==> config.mk <==
export PLATFORM = sky130hd
export DESIGN_NAME = telem_frame_buffer
export DESIGN_NICKNAME = d
export VERILOG_FILES = /design/src/rtl/telem_frame_buffer.sv
export SDC_FILE = /design/constraint.sdc
export NUM_CORES = 1
export LEC_CHECK = 0
export ABC_CLOCK_PERIOD_IN_PS = 1600
export BUFFER_PORTS_ARGS = -buffer_cell sky130_fd_sc_hd__buf_4
export CAP_MARGIN = 20
export CORE_MARGIN = 2
export CORE_UTILIZATION = 40
export DETAILED_ROUTE_END_ITERATION = 8
export HOLD_SLACK_MARGIN = 0.05
export PLACE_DENSITY = 0.64
export SYNTH_ARGS = -nofsm -noshare
export SYNTH_HDL_FRONTEND = slang
export SYNTH_SLANG_ARGS = --single-unit
==> constraint.sdc <==
create_clock -name clk -period 1.6 [get_ports clk]
set_input_delay 0.16 -clock clk [delete_from_list [all_inputs] [get_ports clk]]
set_output_delay 0.16 -clock clk [all_outputs]
set_load 0.05 [all_outputs]
==> src/rtl/telem_frame_buffer.sv <==
// Telemetry register bank with atomic snapshot and valid/ready frame streaming.
// Optional checksum beat enabled by defining TELEM_CHECKSUM_EN.
module telem_frame_buffer #(
  parameter int W   = 8,
  parameter int NCH = 4,
  parameter int AW  = 2,
  parameter int FCW = 8
) (
  input  logic           clk,
  input  logic           rst,
  input  logic           wr_en,
  input  logic           clr_en,
  input  logic [AW-1:0]  wr_addr,
  input  logic [W-1:0]   wr_data,
  input  logic           snap,
  output logic           out_valid,
  input  logic           out_ready,
  output logic [W-1:0]   out_data,
  output logic [AW:0]    out_chan,
  output logic           out_last,
  output logic           busy,
  output logic [FCW-1:0] frame_cnt,
  output logic           snap_drop,
  output logic           addr_err
);

`ifdef TELEM_CHECKSUM_EN
  localparam int NB = NCH + 1;
`else
  localparam int NB = NCH;
`endif
  localparam logic [AW:0] LAST_IDX = (AW+1)'(NB - 1);

  typedef enum logic {IDLE, SEND} state_t;

  state_t          state, state_nxt;
  logic [W-1:0]    live   [NCH];
  logic [W-1:0]    shadow [NCH];
  logic [AW:0]     idx;
  logic            xfer;
  logic            wr_any;
  logic            addr_ok;
  logic            start;

  assign wr_any  = wr_en | clr_en;
  assign addr_ok = ({1'b0, wr_addr} < (AW+1)'(NCH));
  assign xfer    = out_valid & out_ready;
  assign start   = (state == IDLE) & snap;

  always_ff @(posedge clk) begin
    if (rst) state <= IDLE;
    else     state <= state_nxt;
  end

  // NOTE: every signal driven in always_comb gets a default first, so no path can infer a latch.
  always_comb begin
    state_nxt = state;
    case (state)
      IDLE:    if (snap) state_nxt = SEND;
      SEND:    if (xfer && idx == LAST_IDX) state_nxt = IDLE;
      default: state_nxt = IDLE;
    endcase
  end

  // NOTE: the banks are small flop arrays that must read as zero after reset, so they are reset like any other state.
  always_ff @(posedge clk) begin
    if (rst) begin
      for (int i = 0; i < NCH; i++) live[i] <= '0;
    end else if (wr_any && addr_ok) begin
      for (int i = 0; i < NCH; i++)
        if (wr_addr == AW'(i)) live[i] <= clr_en ? '0 : wr_data;
    end
  end

`ifdef TELEM_CHECKSUM_EN
  logic [W-1:0] live_sum;
  logic [W-1:0] chk;

  always_comb begin
    live_sum = '0;
    for (int i = 0; i < NCH; i++) live_sum = live_sum + live[i];
  end

  always_ff @(posedge clk) begin
    if (rst)        chk <= '0;
    else if (start) chk <= live_sum;
  end
`endif

  // Shadow copy takes the live values as they stood before any same-cycle write.
  // NOTE: sequential state uses non-blocking assignments so every flop samples pre-edge values.
  always_ff @(posedge clk) begin
    if (rst) begin
      for (int i = 0; i < NCH; i++) shadow[i] <= '0;
      idx       <= '0;
      frame_cnt <= '0;
      snap_drop <= 1'b0;
      addr_err  <= 1'b0;
    end else begin
      snap_drop <= snap & (state == SEND);
      addr_err  <= wr_any & ~addr_ok;
      if (start) begin
        for (int i = 0; i < NCH; i++) shadow[i] <= live[i];
        idx       <= '0;
        frame_cnt <= frame_cnt + 1'b1;
      end else if (xfer) begin
        idx <= (idx == LAST_IDX) ? '0 : idx + 1'b1;
      end
    end
  end

  assign out_valid = (state == SEND);
  assign busy      = (state == SEND);
  assign out_chan  = busy ? idx : '0;
  assign out_last  = busy & (idx == LAST_IDX);

  always_comb begin
    out_data = '0;
    for (int i = 0; i < NCH; i++)
      if (idx == (AW+1)'(i)) out_data = shadow[i];
`ifdef TELEM_CHECKSUM_EN
    if (idx == (AW+1)'(NCH)) out_data = chk;
`endif
    if (!busy) out_data = '0;
  end

endmodule

==> results.yml, run 1 <==
clock_tree:
  clock_latency_ns: 0.34
  clkTransAtPathRegs_ns: 0.08
  cts_tree: "built"
  clockBufferDepth: 2
  cts_root_buf: "clkbuf_8"
  cts_buffers: 9
  cts_sinks: 77
  htreeDepth: 3
global_routing:
  grt_pass1_wl_um: 10400
  grt_pass1_vias: 2051
  grt.overflow.total: 0
  grt_start_max_net_pins: 36
  grt_util_all_layers: 0.154
  antenna_found_initial: 0
die:
  die_area_sq_um: 9130
  start_util: 0.410
  core_sq_um: 8180
  die_y_um: 95.6
  die_w_um: 95.6
  ios: 40
  num_rows: 33
worst_setup_path:
  worstSetupStartpointType: "flop"
  cp_data_arrival_time_ns: 1.86
  crit_family: "compound AO/OA/AOI/OAI gates"
  cpPeakStageDelay_ns: 0.38
  slowest_stage: "a221o_1"
  worst-r2r-setup-slack_ns: 0.13
  crit_fanout: 8
  crit_chain: "inv_4, ha_4, buf_6, a221o_1, a32o_2, buf_6"
  path_class: "flop to output pin"
  critPathBufInv: 3
  critPathRequiredTime_ns: 1.44
  path_common_cell: "buf_6"
  crit_path_end_kind: "output pin"
yosys:
  yosysTopAreaCellShare: 0.573
  syn-cell-area_sq_um: 3350
  synthFlopType: "edfxtp_1"
  yosys.area_share.simple: 0.212
  yosys.area_share.adder: 0.0187
  synthesis.nets: 288
  synth_mux_area_frac: 0.00634
  synth_area_per_cell_sq_um: 12.6
  synth_top_area_cell: "edfxtp_1"
  synth_xor_area_frac: 0.00522
  synth_seq_area_share: 0.651
  synth_cells: 267
  yosys_register_bits: 77
  synthTopCellsByArea: "edfxtp_1 (57%), dfxtp_1 (7.8%), and2_1 (6.2%)"
  synth_edf_count: 64
  synth_top_family_by_area: "simple AND/OR/NAND/NOR gates"
  synth-compound-area-share: 0.0813
  yosysWarningCount: 0
  synth.distinct_cells: 38
  synth-async-reset-ratio: 0
sta:
  setup_tns_ns: -3.19
  hold_viol_final: 0
  setup_viol: 9
  setup_ws_ns: -0.415
  fmax_mhz: 496
  post-route-min-period_ns: 2.02
  fin_skew_ns: 0.00486
  rsz0062_at_grt: "true"
  layout_worst_path_cycle_share: 1.26
  slew_viol_final: 0
placement:
  dp_hpwl_um: 4340
  gp_congestion: 0.749
  dp_slack_ns: -0.166
  io_buffers: 38
  dpl.cell_count: 406
layout:
  n_antenna_cell: 0
  post-route-util: 0.517
  nFillCells: 712
  finalNetCount: 340
  final_cells: 429
  seq_area_sq_um: 2190
  synthToLayoutAreaGrowth_pct: 26.2
  layout_commonest_cell: "edfxtp_1"
  mostFrequentLayoutCells: "edfxtp_1 (64), nor2_1 (41), buf_4 (38)"
  drive_above_1_share: 0.299
  multi_input_area_sq_um: 1180
power:
  power.density_nw_per_um2: 1030
  peakVddDrop_mv: 0.399
  p_total_uw: 4340
  cellLeakagePower_uw: 0.00165
status:
  status: "finished, violations left"
  violations: "negative setup slack"
detailed_routing:
  postRouteAntennaNets: 0
  avgViaCountPerCell: 4.90
  num_vias: 2100
  routed_wirelength_um: 6320
  drc: 0
  first_pass_iters: 4
  drt_iter0_markers: 160
  wl_per_cell_um: 14.7
hold_path:
  min_path_type: "primary input to flop"
job:
  maxCapViolations: 0
-- per-layer routing --
metal  track usage  up-vias  wire, um
li1              -     1055         -
met1         0.218      987      3040
met2         0.226       45      2890
met3        0.0277       13       209
met4        0.0833        0       172
met5             0        -         0
-- synthesized netlist by cell type (all sizes together) (2+ instances only) --
master and instances:
a221o 8, ha 5, nand4 4, edfxtp 64, or4 3, nor2b 10, o31ai 3, nand2b 17
a32o 8, nand2 10, nor2 42, nand3 2, and2b 3, and2 33, a21o 4, buf 4
inv 5, a21oi 6, clkbuf 8, dfxtp 13, nand3b 2
-- final timing paths --
kind	start	end	cells after the start
setup / recovery	idx[1]$_SDFFE_PP0N_	out_data[6]	6
hold / removal	snap	snap_drop$_SDFF_PP0_	2
setup reg to reg	idx[1]$_SDFFE_PP0N_	busy$_SDFF_PP0_	8
hold reg to reg	frame_cnt[7]$_SDFFE_PP0P_	frame_cnt[7]$_SDFFE_PP0P_	2
-- state kept, by name, indices dropped and copies added (netlist names) --
register / cells
live: 32
shadow: 32
frame_cnt: 8
idx: 3
busy: 1
snap_drop: 1
-- kinds of logic after synthesis --
| kind of cell | after synthesis |
|---|---|
| XOR/XNOR | 2 |
| other | 1 |
| AND/OR/NAND/NOR | 130 |
| flip-flops | 77 |
| multiplexers | 2 |
| adder cells (fa/ha/maj) | 5 |
| AO/OA/AOI/OAI | 33 |
| buffers and inverters | 17 |
-- through the flow --
step,instance area [sq um],hold slack [ns]
final,4230,0.127
after global routing,4230,0.103
after CTS,4200,0.105
after detailed placement,3850,0.381
after global placement,3850,0.376
after floorplan,3430,0.245
-- final cells by class --
cell class / instances / share of cell area
multi-input cells: 173 / 0.278
clock buffers: 9 / 0.0293
clock inverters: 7 / 0.0213
flip-flops and latches: 77 / 0.518
inverters: 5 / 0.00562
well taps: 105 / 0.0311
repair buffers: 53 / 0.116
-- power by group --
group / internal (uW) / leakage [uW] / switching [uW]
logic: 175 / 0.000767 / 254
clock network: 870 / 0.000107 / 691
registers: 2310 / 0.000774 / 40.2
-- timing repair --
action                                 4_1_cts  5_1_grt
setup endpoints to repair                    9        9
endpoints found under the hold margin        1        0
hold buffers                                 1        0
setup buffers                                6        0
gates resized for setup                     19        9
pin swaps                                    7       11
Note: power is estimated with default switching activity, not from simulation.
==> run 2: changes to the inputs <==
--- a/config.mk
+++ b/config.mk
@@ -5,6 +5,7 @@
 export SDC_FILE = /design/constraint.sdc
 export NUM_CORES = 1
 export LEC_CHECK = 0
+export ABC_AREA = 1
 export ABC_CLOCK_PERIOD_IN_PS = 1600
 export BUFFER_PORTS_ARGS = -buffer_cell sky130_fd_sc_hd__buf_4
 export CAP_MARGIN = 20
==> results.yml, run 2 <==
power:
  p_sw_uw: 1010
  cellLeakagePower_uw: 0.00189
  power.density_nw_per_um2: 944
  pwr-share-clk: 0.303
  peakVddDrop_mv: 0.575
  p_total_uw: 4020
  switching_share: 0.251
  intPower_uw: 3010
  seqPwrFrac: 0.586
  combPwrFrac: 0.111
worst_setup_path:
  crit_path_end_kind: "output pin"
  timing.rr.end: "shadow[3][3]$_SDFFCE_PN0P_"
  worstSetupEndpoint: "out_data[7]"
  critPathLaunch: "idx[1]$_SDFFE_PP0N_"
  critPathRequiredTime_ns: 1.44
  critPathBufInv: 3
  path_class: "flop to output pin"
  cpPeakStageDelay_ns: 0.38
  r2r_cells: 6
  crit_chain: "inv_4, ha_4, nor3b_4, buf_6, nand2_1, nand3_1, nand2_1, nand2_2, buf_8"
  path_depth: 9
  cp_data_arrival_time_ns: 1.69
  reg2reg_from: "busy$_SDFF_PP0_"
  path_common_cell: "nand2_1"
  worstSetupStartpointType: "flop"
  slowest_stage: "dfxtp_4"
  worst-r2r-setup-slack_ns: 0.26
  crit_fanout: 5
  crit_family: "simple AND/OR/NAND/NOR gates"
layout:
  finalNetCount: 430
  post-route-util: 0.519
  drive_above_1_share: 0.271
  nFillCells: 755
  n_antenna_cell: 0
  synthToLayoutAreaGrowth_pct: 25.3
  mostFrequentLayoutCells: "nor2_1 (87), edfxtp_1 (64), nand2_1 (53)"
  layout_commonest_cell: "nor2_1"
  reg_top3: "live x32, shadow x32, frame_cnt x8"
  final_cells: 519
yosys:
  yosysMostFrequentCell: "nor2_1"
  synth_cells: 351
  syn-cell-area_sq_um: 3400
  synth_edf_count: 64
  yosys_register_bits: 77
  synth_top_area_cell: "edfxtp_1"
  synthFlopType: "edfxtp_1"
  yosysWarningCount: 0
  synthTopCellsByArea: "edfxtp_1 (56%), nor2_1 (9.7%), nand2_1 (8.2%)"
  synth.distinct_cells: 25
  synthesis.nets: 372
  synth_area_per_cell_sq_um: 9.69
  synth-async-reset-ratio: 0
  synth_seq_area_share: 0.641
  yosysTopAreaCellShare: 0.565
  synth_common_cells: "nor2_1 (88), nand2_1 (74), edfxtp_1 (64)"
detailed_routing:
  drc: 0
  drt_iter0_markers: 83
  wl_per_cell_um: 12.3
  num_vias: 2350
  avgViaCountPerCell: 4.53
  routed_wirelength_um: 6400
  postRouteAntennaNets: 0
  first_pass_iters: 4
sta:
  setup_ws_ns: -0.250
  post-route-min-period_ns: 1.85
  fin_skew_ns: 0.00585
  fmax_mhz: 541
  layout_worst_path_cycle_share: 1.16
  rsz0062_at_grt: "true"
  hold_viol_final: 0
  slew_viol_final: 0
  holdWs_ns: 0.0885
  setup_viol: 9
placement:
  dp_slack_ns: -0.157
  gp_congestion: 0.713
  dpl.cell_count: 492
  io_buffers: 38
  dp_hpwl_um: 4510
clock_tree:
  cts_root_buf: "clkbuf_8"
  cts_sinks: 77
  htreeDepth: 3
  clockBufferDepth: 2
  clkTransAtPathRegs_ns: 0.08
  cts_tree: "built"
  cts_buffers: 9
  clock_latency_ns: 0.34
hold_path:
  min_delay_path_depth: 3
  min_path_type: "primary input to flop"
global_routing:
  grt_pass1_vias: 2215
  grt_util_all_layers: 0.154
  grt_pass1_wl_um: 10500
  grt.overflow.total: 0
  antenna_found_initial: 0
  grt_start_max_net_pins: 36
die:
  die_y_um: 96.2
  die_w_um: 96.2
  num_rows: 33
  ios: 40
  die_area_sq_um: 9260
  start_util: 0.414
  core_sq_um: 8220
status:
  violations: "negative setup slack"
  status: "finished, violations left"
job:
  maxCapViolations: 0
-- run 2: cell types whose count changed after synthesis, moves of 7 or more --
cell      delta
clkbuf_1     -7
a221o_1      -8
nor2b_1     -10
nand2b_1    -17
inv_1       +44
nand2_1     +64
nand3_1     +14
nor2_1      +46
and2_1      -33
a32o_1       -8
-- run 2: worst min-delay path by stage --
stage	slack (ns)	start	to
3_3_place_gp	0.34	rst	frame_cnt[1]$_SDFFE_PP0P_
6_report	0.09	snap	snap_drop$_SDFF_PP0_
3_5_place_dp	0.35	rst	snap_drop$_SDFF_PP0_
2_1_floorplan	0.23	rst	frame_cnt[1]$_SDFFE_PP0P_
4_1_cts	0.06	snap	snap_drop$_SDFF_PP0_
5_1_grt	0.09	snap	snap_drop$_SDFF_PP0_
-- run 2: cell families (layout without fill, tap and decap cells) --
| logic type | after synthesis | in the layout | share of synthesized area |
|---|---|---|---|
| AO/OA/AOI/OAI | 15 | 15 | 0.0235 |
| flip-flops | 77 | 77 | 0.641 |
| other | 1 | 1 | 0.00110 |
| AND/OR/NAND/NOR | 191 | 193 | 0.231 |
| buffers and inverters | 62 | 123 | 0.0846 |
| adder cells (fa/ha/maj) | 5 | 5 | 0.0184 |
-- run 2: area by class of cell --
cell class,instances,area [sq um],share of cell area
flip-flops and latches,77,2190,0.514
multi-input cells,214,1060,0.250
repair buffers,54,507,0.119
inverters,53,210,0.0493
well taps,105,131,0.0308
clock buffers,10,128,0.0299
clock inverters,6,30.0,0.00705
-- run 2: power by group through the flow --
stage	Sequential (uW)	Combinational, uW	Clock, uW
after floorplan	2400	254	0
after global placement	2400	390	0
after detailed placement	2400	393	0
after CTS	2360	432	1250
after global routing	2370	493	1310
final	2360	446	1220
-- run 2: worst min-delay path: stages --
cell and delay [ns]:
buf_4 0.14, nand2_1 0.06, nor2_1 0.03
-- run 2: metrics by stage --
stage | area (sq um) | setup TNS [ns]
CTS | 4180 | -2.17
detailed placement | 3840 | -1.09
global route | 4260 | -2.76
floorplan | 3430 | 0
finish | 4260 | -1.88
global placement | 3840 | -0.591
-- run 2: what timing repair did --
| item | CTS | global route |
|---|---|---|
| setup buffers | 5 | 3 |
| gates cloned | 1 | 1 |
| hold buffers | 2 | 0 |
| pin swaps | 7 | 16 |
| setup endpoints to repair | 9 | 48 |
| gates resized for setup | 35 | 17 |
| endpoints found under the hold margin | 4 | 0 |
-- run 2: layer usage --
metal  up-vias  wire length [um]  GRT usage
met2        39              2950      0.220
li1       1232                 -          -
met1      1075              3240      0.218
met5         -                 0          0
met3         4               159     0.0305
met4         0                51     0.0821
==> run 3: changes to the inputs <==
==> constraint.sdc (replaced) <==
create_clock -name clk -period 1.6 [get_ports clk]
set_input_delay 0.08 -clock clk [delete_from_list [all_inputs] [get_ports clk]]
set_output_delay 0.08 -clock clk [all_outputs]
set_load 0.05 [all_outputs]
==> results.yml, run 3 (synthesis gave the netlist of run 2 again) <==
detailed_routing:
  drt_iter0_markers: 146
  avgViaCountPerCell: 4.59
  wl_met1_um: 3210
  top_layer_used: "met4"
  first_pass_iters: 4
  met2_wirelength_um: 3060
  drc: 0
  routed_wirelength_um: 6680
  num_vias: 2364
  wl_met3_um: 271
  wl_per_cell_um: 13.0
  postRouteAntennaNets: 0
sta:
  hold_viol_final: 0
  setup_tns_ns: -1.02
  rsz0062_at_grt: "true"
  slew_viol_final: 0
  fin_skew_ns: 0.00585
  post-route-min-period_ns: 1.73
  setup_viol: 9
  fmax_mhz: 578
  layout_worst_path_cycle_share: 1.08
  setup_ws_ns: -0.131
die:
  start_util: 0.414
  ios: 40
  core_sq_um: 8220
  num_rows: 33
  die_area_sq_um: 9260
  die_w_um: 96.2
  die_y_um: 96.2
worst_setup_path:
  critPathRequiredTime_ns: 1.52
  cp_data_arrival_time_ns: 1.65
  cpPeakStageDelay_ns: 0.37
  crit_family: "simple AND/OR/NAND/NOR gates"
  crit_chain: "inv_2, ha_1, nor3b_4, buf_6, nand2_1, nand3_1, nand2_1, nand2_2, buf_8"
  crit_path_end_kind: "output pin"
  critPathBufInv: 3
  slowest_stage: "dfxtp_4"
  path_common_cell: "nand2_1"
  path_class: "flop to output pin"
  worstSetupStartpointType: "flop"
  crit_fanout: 8
  worst-r2r-setup-slack_ns: 0.25
  critPathLaunch: "idx[0]$_SDFFE_PP0N_"
  reg2reg_from: "busy$_SDFF_PP0_"
clock_tree:
  clock_latency_ns: 0.34
  cts_buffers: 9
  clockBufferDepth: 2
  cts_sinks: 77
  cts_tree: "built"
  htreeDepth: 3
  clkTransAtPathRegs_ns: 0.08
  cts_root_buf: "clkbuf_8"
hold_path:
  hold_start: "wr_data[4]"
  min_path_type: "primary input to flop"
status:
  status: "finished, violations left"
  violations: "negative setup slack"
placement:
  dpl.cell_count: 489
  io_buffers: 38
  dp_hpwl_um: 4660
  dpl_cell_area_sq_um: 3820
  gp_congestion: 0.811
job:
  maxCapViolations: 0
global_routing:
  grt_util_all_layers: 0.162
  grt_start_max_net_pins: 36
  grt_pass1_wl_um: 11100
  antenna_found_initial: 0
  grt_pass1_vias: 2226
  grt.overflow.total: 0
layout:
  n_antenna_cell: 0
  layout_commonest_cell: "nor2_1"
  fin_area_sq_um: 4260
  final_cells: 515
  post-route-util: 0.518
  mostFrequentLayoutCells: "nor2_1 (87), edfxtp_1 (64), nand2_1 (58)"
  synthToLayoutAreaGrowth_pct: 25.1
  finalNetCount: 426
  drive_above_1_share: 0.244
  reg_top3: "live x32, shadow x32, frame_cnt x8"
power:
  peakVddDrop_mv: 0.430
  power.density_nw_per_um2: 1010
  cellLeakagePower_uw: 0.00188
-- run 3: changes by cell type in the layout (fill, tap and decap cells not counted), sizes merged --
cell and change:
clkinvlp -1, nor2 -1, clkinv -1, dlygate4sd3 +1, bufinv +2, buf -4
-- run 3: worst paths after layout --
path / endpoint / cells past startpoint
min reg2reg: frame_cnt[2]$_SDFFE_PP0P_ / 2
max reg2reg: shadow[2][2]$_SDFFCE_PN0P_ / 6
max: out_data[2] / 9
min: live[2][4]$_SDFFCE_PN0P_ / 3
-- run 3: cell type report --
cell class / instances / area [sq um]
clock buffers: 10 / 128
clock inverters: 6 / 77.6
fillers: 748 / 3960
inverters: 53 / 204
multi-input cells: 213 / 1030
flip-flops and latches: 77 / 2190
well taps: 105 / 131
repair buffers: 51 / 490
-- run 3: per-layer routing --
layer | vias to the layer above | track usage
li1 | 1224 | -
met1 | 1073 | 0.233
met2 | 56 | 0.238
met3 | 11 | 0.0274
met4 | 0 | 0.0774
met5 | - | 0
-- run 3: repair_timing --
| item | in CTS | in global routing |
|---|---|---|
| cloned | 1 | 0 |
| gates resized for setup | 42 | 4 |
| buffers inserted | 6 | 1 |
| endpoints found under the hold margin | 6 | 0 |
| endpoints found under the setup margin | 9 | 9 |
| pin swaps | 8 | 4 |
| hold buffers | 3 | 0 |
-- run 3: stage by stage --
step	worst slack [ns]	power, uW	hold slack, ns
after floorplan	0.00707	2660	0.149
after global placement	-0.0243	2790	0.259
after detailed placement	-0.0744	2800	0.263
after CTS	-0.145	4350	0.156
after global routing	-0.238	4490	0.184
final	-0.131	4310	0.162
-- run 3: tightest hold or removal path: cells and delay by family --
family,cells,cell delay [ns]
buf+inv,1,0.07
simple gates,2,0.23
-- run 3: power breakdown --
group	leakage, uW	total [uW]	switching (uW)	internal (uW)
sequential	0.000774	2360	51.5	2310
combinational	0.00100	434	283	151
clock	0.000105	1520	658	863
total	0.00188	4310	993	3320
